### src/rtl/add_rs_dispatch.sv
// add_rs_dispatch: adder reservation station with oldest-ready select and
// dispatch into the add/sub execution unit.
//
// Optional feature macro: ADD_RS_CDB_FWD_EN
//   defined   - select also sees sources being woken by the CDB this cycle and
//               forwards cdb_data straight to the dispatched operand (1-cycle
//               wakeup-to-ex_b).
//   undefined - woken operands are written to the entry first and become
//               eligible the following cycle (2-cycle wakeup-to-ex_b).
//
// Ports:
//   clk1, rst                 clock, synchronous active-high reset
//   issue_*                   issue handshake and op payload (issue_ready out)
//   cdb_valid/cdb_tag/cdb_data common data bus snoop
//   exec_done                 exec unit finished pulse (unit is now free)
//   ex_b, rs_index, rs1_data, rs2_data, func, rob_ind, rd
//                             registered dispatch interface to exec unit
//   occupancy                 number of valid entries
module add_rs_dispatch #(
  parameter int unsigned DEPTH = 3,
  parameter int unsigned DW    = 8,
  parameter int unsigned RW    = 4,
  parameter int unsigned ROBW  = 3
) (
  input  logic            clk1,
  input  logic            rst,
  input  logic            issue_valid,
  output logic            issue_ready,
  input  logic [3:0]      issue_func,
  input  logic [RW-1:0]   issue_rd,
  input  logic [ROBW-1:0] issue_rob,
  input  logic            issue_src1_rdy,
  input  logic            issue_src2_rdy,
  input  logic [RW-1:0]   issue_src1_tag,
  input  logic [RW-1:0]   issue_src2_tag,
  input  logic [DW-1:0]   issue_src1_val,
  input  logic [DW-1:0]   issue_src2_val,
  input  logic            cdb_valid,
  input  logic [RW-1:0]   cdb_tag,
  input  logic [DW-1:0]   cdb_data,
  input  logic            exec_done,
  output logic            ex_b,
  output logic [2:0]      rs_index,
  output logic [DW-1:0]   rs1_data,
  output logic [DW-1:0]   rs2_data,
  output logic [3:0]      func,
  output logic [ROBW-1:0] rob_ind,
  output logic [RW-1:0]   rd,
  output logic [2:0]      occupancy
);

  localparam int unsigned SW = (DEPTH > 1) ? $clog2(DEPTH) : 1;
  localparam int unsigned AW = 2;
  localparam int unsigned IW = 3;
  localparam int unsigned OW = 3;

  // Entry storage
  logic            r_valid   [DEPTH];
  logic [3:0]      r_func    [DEPTH];
  logic [RW-1:0]   r_rd      [DEPTH];
  logic [ROBW-1:0] r_rob     [DEPTH];
  logic [AW-1:0]   r_age     [DEPTH];
  logic            r_s1_rdy  [DEPTH];
  logic            r_s2_rdy  [DEPTH];
  logic [RW-1:0]   r_s1_tag  [DEPTH];
  logic [RW-1:0]   r_s2_tag  [DEPTH];
  logic [DW-1:0]   r_s1_val  [DEPTH];
  logic [DW-1:0]   r_s2_val  [DEPTH];
  logic            r_exec_busy;

  // Effective per-entry operand readiness/value as seen by select
  logic            w_s1_rdy  [DEPTH];
  logic            w_s2_rdy  [DEPTH];
  logic [DW-1:0]   w_s1_val  [DEPTH];
  logic [DW-1:0]   w_s2_val  [DEPTH];

  logic            w_sel_found;
  logic [SW-1:0]   w_sel_idx;
  logic [AW-1:0]   w_sel_age;
  logic            w_disp;
  logic            w_free_found;
  logic [SW-1:0]   w_free_idx;
  logic            w_issue;
  logic            w_iss_s1_hit;
  logic            w_iss_s2_hit;

  assign issue_ready  = (occupancy < OW'(DEPTH)) && !rst;
  assign w_issue      = issue_valid && issue_ready;
  assign w_iss_s1_hit = !issue_src1_rdy && cdb_valid && (issue_src1_tag == cdb_tag);
  assign w_iss_s2_hit = !issue_src2_rdy && cdb_valid && (issue_src2_tag == cdb_tag);

  // Operand view used by select; with forwarding a same-cycle CDB hit counts
  always_comb begin
    for (int i = 0; i < DEPTH; i++) begin
`ifdef ADD_RS_CDB_FWD_EN
      w_s1_rdy[i] = r_s1_rdy[i] || (cdb_valid && (r_s1_tag[i] == cdb_tag));
      w_s2_rdy[i] = r_s2_rdy[i] || (cdb_valid && (r_s2_tag[i] == cdb_tag));
      w_s1_val[i] = r_s1_rdy[i] ? r_s1_val[i] : cdb_data;
      w_s2_val[i] = r_s2_rdy[i] ? r_s2_val[i] : cdb_data;
`else
      w_s1_rdy[i] = r_s1_rdy[i];
      w_s2_rdy[i] = r_s2_rdy[i];
      w_s1_val[i] = r_s1_val[i];
      w_s2_val[i] = r_s2_val[i];
`endif
    end
  end

  // Oldest ready entry; strict '>' keeps the lowest index on an age tie
  always_comb begin
    w_sel_found = 1'b0;
    w_sel_idx   = '0;
    w_sel_age   = '0;
    for (int i = 0; i < DEPTH; i++) begin
      if (r_valid[i] && w_s1_rdy[i] && w_s2_rdy[i] &&
          (!w_sel_found || (r_age[i] > w_sel_age))) begin
        w_sel_found = 1'b1;
        w_sel_idx   = SW'(i);
        w_sel_age   = r_age[i];
      end
    end
  end

  assign w_disp = w_sel_found && (!r_exec_busy || exec_done);

  // Lowest-index free slot from registered state only
  always_comb begin
    w_free_found = 1'b0;
    w_free_idx   = '0;
    for (int i = 0; i < DEPTH; i++) begin
      if (!r_valid[i] && !w_free_found) begin
        w_free_found = 1'b1;
        w_free_idx   = SW'(i);
      end
    end
  end

  always_ff @(posedge clk1) begin
    if (rst) begin
      for (int i = 0; i < DEPTH; i++) begin
        r_valid[i]  <= 1'b0;
        r_func[i]   <= '0;
        r_rd[i]     <= '0;
        r_rob[i]    <= '0;
        r_age[i]    <= '0;
        r_s1_rdy[i] <= 1'b0;
        r_s2_rdy[i] <= 1'b0;
        r_s1_tag[i] <= '0;
        r_s2_tag[i] <= '0;
        r_s1_val[i] <= '0;
        r_s2_val[i] <= '0;
      end
      r_exec_busy <= 1'b0;
      ex_b        <= 1'b0;
      rs_index    <= '0;
      rs1_data    <= '0;
      rs2_data    <= '0;
      func        <= '0;
      rob_ind     <= '0;
      rd          <= '0;
      occupancy   <= '0;
    end else begin
      ex_b <= 1'b0;

      for (int i = 0; i < DEPTH; i++) begin
        // CDB wakeup of waiting sources
        if (r_valid[i] && !r_s1_rdy[i] && cdb_valid && (r_s1_tag[i] == cdb_tag)) begin
          r_s1_rdy[i] <= 1'b1;
          r_s1_val[i] <= cdb_data;
        end
        if (r_valid[i] && !r_s2_rdy[i] && cdb_valid && (r_s2_tag[i] == cdb_tag)) begin
          r_s2_rdy[i] <= 1'b1;
          r_s2_val[i] <= cdb_data;
        end
        // Existing entries age on every accepted issue, saturating
        if (w_issue && r_valid[i] && (r_age[i] < AW'(DEPTH - 1)))
          r_age[i] <= r_age[i] + AW'(1);
      end

      // Free slot is invalid in registered state, so it never collides with
      // the wakeup/aging updates above or the dispatched entry below
      if (w_issue) begin
        r_valid[w_free_idx]  <= 1'b1;
        r_func[w_free_idx]   <= issue_func;
        r_rd[w_free_idx]     <= issue_rd;
        r_rob[w_free_idx]    <= issue_rob;
        r_age[w_free_idx]    <= '0;
        r_s1_tag[w_free_idx] <= issue_src1_tag;
        r_s2_tag[w_free_idx] <= issue_src2_tag;
        r_s1_rdy[w_free_idx] <= issue_src1_rdy || w_iss_s1_hit;
        r_s2_rdy[w_free_idx] <= issue_src2_rdy || w_iss_s2_hit;
        r_s1_val[w_free_idx] <= issue_src1_rdy ? issue_src1_val : cdb_data;
        r_s2_val[w_free_idx] <= issue_src2_rdy ? issue_src2_val : cdb_data;
      end

      if (w_disp) begin
        r_valid[w_sel_idx] <= 1'b0;
        ex_b               <= 1'b1;
        rs_index           <= IW'(w_sel_idx);
        rs1_data           <= w_s1_val[w_sel_idx];
        rs2_data           <= w_s2_val[w_sel_idx];
        func               <= r_func[w_sel_idx];
        rob_ind            <= r_rob[w_sel_idx];
        rd                 <= r_rd[w_sel_idx];
      end

      // Dispatch wins over a same-cycle exec_done
      if (w_disp)
        r_exec_busy <= 1'b1;
      else if (exec_done)
        r_exec_busy <= 1'b0;

      case ({w_issue, w_disp})
        2'b10:   occupancy <= occupancy + OW'(1);
        2'b01:   occupancy <= occupancy - OW'(1);
        default: occupancy <= occupancy;
      endcase
    end
  end

endmodule

### config.mk
export PLATFORM = sky130hd
export DESIGN_NAME = add_rs_dispatch
export DESIGN_NICKNAME = d
export VERILOG_FILES = /design/src/rtl/add_rs_dispatch.sv
export SDC_FILE = /design/constraint.sdc
export NUM_CORES = 1
export LEC_CHECK = 0
export CAP_MARGIN = 40
export CORE_ASPECT_RATIO = 0.8
export CORE_MARGIN = 4
export CORE_UTILIZATION = 46
export CTS_BUF_LIST = sky130_fd_sc_hd__clkbuf_8
export CTS_CLUSTER_DIAMETER = 120
export DETAILED_ROUTE_END_ITERATION = 10
export DONT_BUFFER_PORTS = 1
export PLACE_DENSITY_LB_ADDON = 0.3
export SKIP_LAST_GASP = 1
export SLEW_MARGIN = 20
export SYNTH_ARGS = -nofsm -noshare
export SYNTH_HDL_FRONTEND = slang
export SYNTH_SLANG_ARGS = --single-unit
### constraint.sdc
create_clock -name clk1 -period 3.5 [get_ports clk1]
set_input_delay 0.525 -clock clk1 [delete_from_list [all_inputs] [get_ports clk1]]
set_output_delay 0.525 -clock clk1 [all_outputs]
set_load 0.005 [all_outputs]
# ---- Word-level counts from Yosys, hierarchy flattened
# Memory sizes are Yosys's and may differ from the RTL's. A register that Yosys moved wholly into a read port is not among the register bits.
# Index checks and enable logic that the tools add are counted.
dict set report word_totals {
  register_bits 23
  ram_bits 120
  out_inout_bits 35
  wordCells 218
  mem_count 11
}
# name depth width rd rd_ports_with_merged_regs write_ports line
set mem_list {}
lappend mem_list {r_s1_val 3 8 3 0 4 67} ;# logic [DW-1:0] r_s1_val [DEPTH];
lappend mem_list {r_s2_val 3 8 3 0 4 68} ;# logic [DW-1:0] r_s2_val [DEPTH];
lappend mem_list {r_func 3 4 1 1 3 59} ;# logic [3:0] r_func [DEPTH];
lappend mem_list {r_rd 3 4 1 1 3 60} ;# logic [RW-1:0] r_rd [DEPTH];
lappend mem_list {r_s1_tag 3 4 3 0 3 65} ;# logic [RW-1:0] r_s1_tag [DEPTH];
lappend mem_list {r_s2_tag 3 4 3 0 3 66} ;# logic [RW-1:0] r_s2_tag [DEPTH];
lappend mem_list {{5 more memories} n/a n/a n/a n/a n/a n/a}
dict set report op_classes {
  n_addsub 5
  order_cmp 7
  eq_ne 10
  n_mux 93
  bitwise 16
  n_reduce_logical 70
}
# operator n
set ops {}
lappend ops {{$mux 8} 12}
lappend ops {{$mux 1} 59}
lappend ops {{$logic_and 1x1->1} 41}
lappend ops {{$bmux 8 s2} 2}
lappend ops {{$eq 4x4->1} 8}
lappend ops {{$mux 2} 14}
lappend ops {{$mux 4} 4}
lappend ops {{$reduce_or 4->1} 4}
lappend ops {{$logic_not 1->1} 15}
lappend ops {{$or 1x1->1} 15}
lappend ops {{$add 2x1->2 const B} 3}
lappend ops {{$lt 2x2->1 const B} 3}
lappend ops {{$pmux 3 s2} 1}
lappend ops {{$logic_or 1x1->1} 5}
lappend ops {{$gt 2x2->1} 2}
lappend ops {{$reduce_bool 2->1} 2}
lappend ops {{$add 3x1->3 const B} 1}
lappend ops {{$ge 3x3->1 const B} 1}
lappend ops {{$lt 3x2->1 const B} 1}
lappend ops {{$mux 3} 1}
lappend ops {{$not 2->3} 1}
lappend ops {{$reduce_or 3->1} 1}
lappend ops {{$sub 3x1->3 const B} 1}
lappend ops {{$eq 2x1->1 const B} 1}
lappend ops {{2 further kinds} 3}

# ---- Longest topological paths before layout
# An unclocked memory read counts as a cell.
dict set report logic_depth {
  word_depth 18
  mapped_depth 16
  mapped_depth_nobuf 13
}

# ---- Worst setup path after synthesis
# Ideal clock, no wire load.
dict set report synth_timing {
  kind {flip-flop to flip-flop}
  startpoint {mem r_valid[0]}
  endpoint {reg rd[0], read port of r_rd}
  setup_time_ps 79
  t_arrival_ps 3227
  required_time_ps 3421
  setup_slack_ps 194
  stages_incl_launch_ff 17
  n_path_buf 3
  path_cell_list {dfxtp_1 > buf_4 > and3_1 > clkbuf_1 > nand2_1 > ha_1 > nor2b_1 > o21ai_1 > a21oi_1 > a22oi_1 > ha_1 > nor2b_1 > o211ai_2 > and2_1 > clkbuf_1 > o21ai_0 > a22oi_1}
}
# element line
set synth_lines {}
lappend synth_lines {{start: declaration} 58} ;# logic r_valid [DEPTH];
lappend synth_lines {{end: declaration} 48} ;# output logic [RW-1:0] rd,

==> run_results.csv <==
group,metric,value,unit
run_status,status,"complete, no violations",
setup_path,r2r_setup_slack,0.30,ns
global_route,grt.total_usage,0.211,
layout,design_area,8290,µm²
clock_network,cts.sinks,154,
setup_path,arrival,3.56,ns
setup_path,critPathMaxFanout,16,
drt,first_pass_iters,6,
drt,wirelength,19.1,mm
drt,drt_iter0_drc,512,
layout,fin_cells,955,
yosys,postSynthCellCount,719,
die,die_height,123,µm
drt,antenna_left,0,
clock_network,clock_latency,0.46,ns
layout,layout-drive-gt1-share,0.111,
yosys,synth-edff-count,111,
setup_path,worstPathCellList,"and3_1, nand2_1, ha_1, nor2b_1, o21ai_1, a21oi_2, a22oi_1, ha_1, nor2b_1, o211ai_2, and2_1, buf_4, a211oi_1, a221o_1",
setup_path,worstSetupEndpointType,"register",
power,power.total,3.63,mW
sta,fin_skew,0.0123,ns
sta,fmax,312,MHz
sta,rsz0062_at_grt,"no",
global_route,gr-total-overflow,0,
die,core,16000,µm²
yosys,synth_fp_nets,779,
worst_hold_path,worstHoldPathCells,1,
power,cellLeakagePower,3.09,nW
clock_network,clk_path_buf_depth,2,
die,ioPinCount,89,
global_route,grt_pass1_wl,29.7,mm
die,num_rows,41,
sta,final-hold-violation-count,0,
yosys,synth_top_cell_by_area,"edfxtp_1",
setup_path,r2r-start,"r_s1_rdy[0]$_DFFE_PP_",
place,pre_cts_ws,0.0988,ns
yosys,ys_top_cells_by_count,"edfxtp_1 (111), and2_1 (85), nand2_1 (83)",
yosys,synthArstFlopShare,0,
place,io_buffers,0,
global_route,grt_pass1_vias,5566,
global_route,grt_max_degree,29,
yosys,syn_avg_cell_area,10.6,µm²
drt,routed_via_density,5.79,
yosys,ys_top_cells_by_area,"edfxtp_1 (44%), dfxtp_1 (11%), and2_1 (7.0%)",
sta,final.setup.tns,0,ns
power,ir_drop,262,µV
setup_path,r2r-end,"rs2_data[3]$_SDFFE_PP0P_",
worst_hold_path,min_from,"rst",
setup_path,path_depth,14,
setup_path,slowest_delay,0.37,ns
setup_path,crit_required,3.85,ns
place,post-place-cells,921,
sta,finalCriticalPeriod,3.20,ns
die,dieArea,18700,µm²
place,place_hpwl,13.6,mm
clock_network,h-tree-depth,4,
power,power_density,438,nW/µm²
global_route,antenna_found_initial,0,
place,dpl_cell_area,7940,µm²
setup_path,cp-start-kind,"register",
setup_path,slowest_stage,"edfxtp_1",
yosys,ys_seq_area_frac,0.552,
place,routabilityCongestion,0.839,
clock_network,numCtsBuffers,17,
drt,drcViolationCount,0,
die,start_util,0.475,
clock_network,root_buffer,"clkbuf_8",
yosys,yosysMostFrequentCell,"edfxtp_1",
sta,finalCritPeriodShare,0.916,
worst_hold_path,hold_end,"occupancy[2]$_SDFFE_PP0P_",
yosys,synth-seq-cells,154,
sta,max_slew_margin,0.500,
clock_network,cts_tree,"done",
drt,drt-wirelength-per-cell,20.0,µm
yosys,yosysTopAreaCellShare,0.439,
setup_path,worstSetupPathType,"reg2reg",
yosys,syn_area,7600,µm²
sta,worst_slack,0.295,ns
clock_network,path_clk_slew,0.09,ns
sta,worst_slew_pin_slew,0.746,ns
layout,nNetsFinal,787,
setup_path,worstRegToRegCells,14,
yosys,synth_cell_types,55,
run,drv_cap,0,
layout,diodes,0,
drt,num_vias,5529,
worst_hold_path,hold_path_class,"in2reg",
die,die_w,152,µm
sta,drv_slew,0,
setup_path,path_buf_inv,1,
setup_path,critPathTopFamily,"compound AO/OA/AOI/OAI gates",
sta,setup_viol,0,
yosys,synth-warning-count,0,
layout,syn_to_final_growth,9.09,%
yosys,synth_ff_type,"edfxtp_1",
what timing repair did:
action,in CTS,in global routing
setup endpoints to repair,0,26
resized for setup,0,3
hold buffers,0,0
setup buffers,0,2
cells by family after synthesis:
family	after synthesis	share of synthesized area
buffers and inverters	54	0.0331
muxes	22	0.0290
xor gates and xnor gates	35	0.0403
and+or+nand+nor	265	0.182
DFF	154	0.552
adders and majority gates	6	0.0109
AOI/OAI and AO/OA	182	0.152
other	1	0.000493
worst reg2reg max path: cells and delay by family (launching register included):
family          cells  cell delay (ns)
compound gates      6             1.09
fa+ha+maj           2             0.57
buf+inv             1             0.22
flops               1             0.37
simple gates        5             0.84
sequential cells by signal, summed over array words and instances, names as in the netlist, 4 cells and up:
register  flops
r_func       12
r_rob         9
rs1_data      8
rs2_data      8
r_rd         12
func          4
r_s2_val     24
r_s2_tag     12
r_s1_val     24
r_s1_tag     12
rd            4
r_age         6
placed cells by master (no fill, tap or decap), types with 5 or more instances in the layout:
cell,netlist,layout
a21oi_1,58,56
a22oi_1,23,23
a31oi_1,5,5
and2_1,85,85
buf_4,6,26
clkbuf_8,0,17
dfxtp_1,43,43
edfxtp_1,111,111
ha_1,5,5
inv_1,13,16
mux2i_1,22,22
nand2_1,83,83
nand3_1,7,7
nor2_1,36,35
nor3_1,21,20
nor3_2,8,9
o21ai_0,35,32
o21ai_1,14,17
o2bb2ai_1,19,19
xnor2_1,23,23
xor2_1,12,12
area by class of cell:
class,instances,area (µm²)
Fill cell,1430,7710
Timing Repair Buffer,30,255
Clock buffer,17,234
Inverter,13,48.8
Sequential cell,154,4190
Tap cell,215,269
Clock inverter,15,88.8
Multi-Input combinational cell,511,3200
report_power, final:
group	switching, mW	total, mW	internal, mW
logic	0.217	0.353	0.136
clock network	0.668	1.14	0.475
registers	0.0593	2.14	2.08
total	0.944	3.63	2.69
metrics by stage:
step	hold WS [ns]	utilization
2_1_floorplan	0.426	-
3_3_place_gp	0.433	0.494
3_5_place_dp	0.444	0.496
4_1_cts	0.0948	0.516
5_1_grt	0.0931	0.518
6_report	0.129	0.518
layer usage:
metal | vias up | part of all wire | global-route usage
met2 | 245 | 0.47 | 0.338
met4 | 0 | 0.024 | 0.0842
met3 | 35 | 0.11 | 0.0685
met1 | 2649 | 0.39 | 0.268
li1 | 2600 | - | -
met5 | - | 0 | 0
how the worst max path moves through the flow:
stage,from,slack (ns),end
floorplan,r_valid[0]$_SDFF_PP0_,0.19,rd[0]$_SDFFE_PP0P_
global placement,r_s1_rdy[0]$_DFFE_PP_,0.38,rs2_data[3]$_SDFFE_PP0P_
detailed placement,r_s1_rdy[0]$_DFFE_PP_,0.1,rs2_data[3]$_SDFFE_PP0P_
CTS,r_s1_rdy[0]$_DFFE_PP_,0.08,rs2_data[3]$_SDFFE_PP0P_
global route,r_s1_rdy[0]$_DFFE_PP_,0.04,rs1_data[7]$_SDFFE_PP0P_
finish,r_s1_rdy[0]$_DFFE_PP_,0.30,rs2_data[3]$_SDFFE_PP0P_
Power figures use the tool's default switching activity.
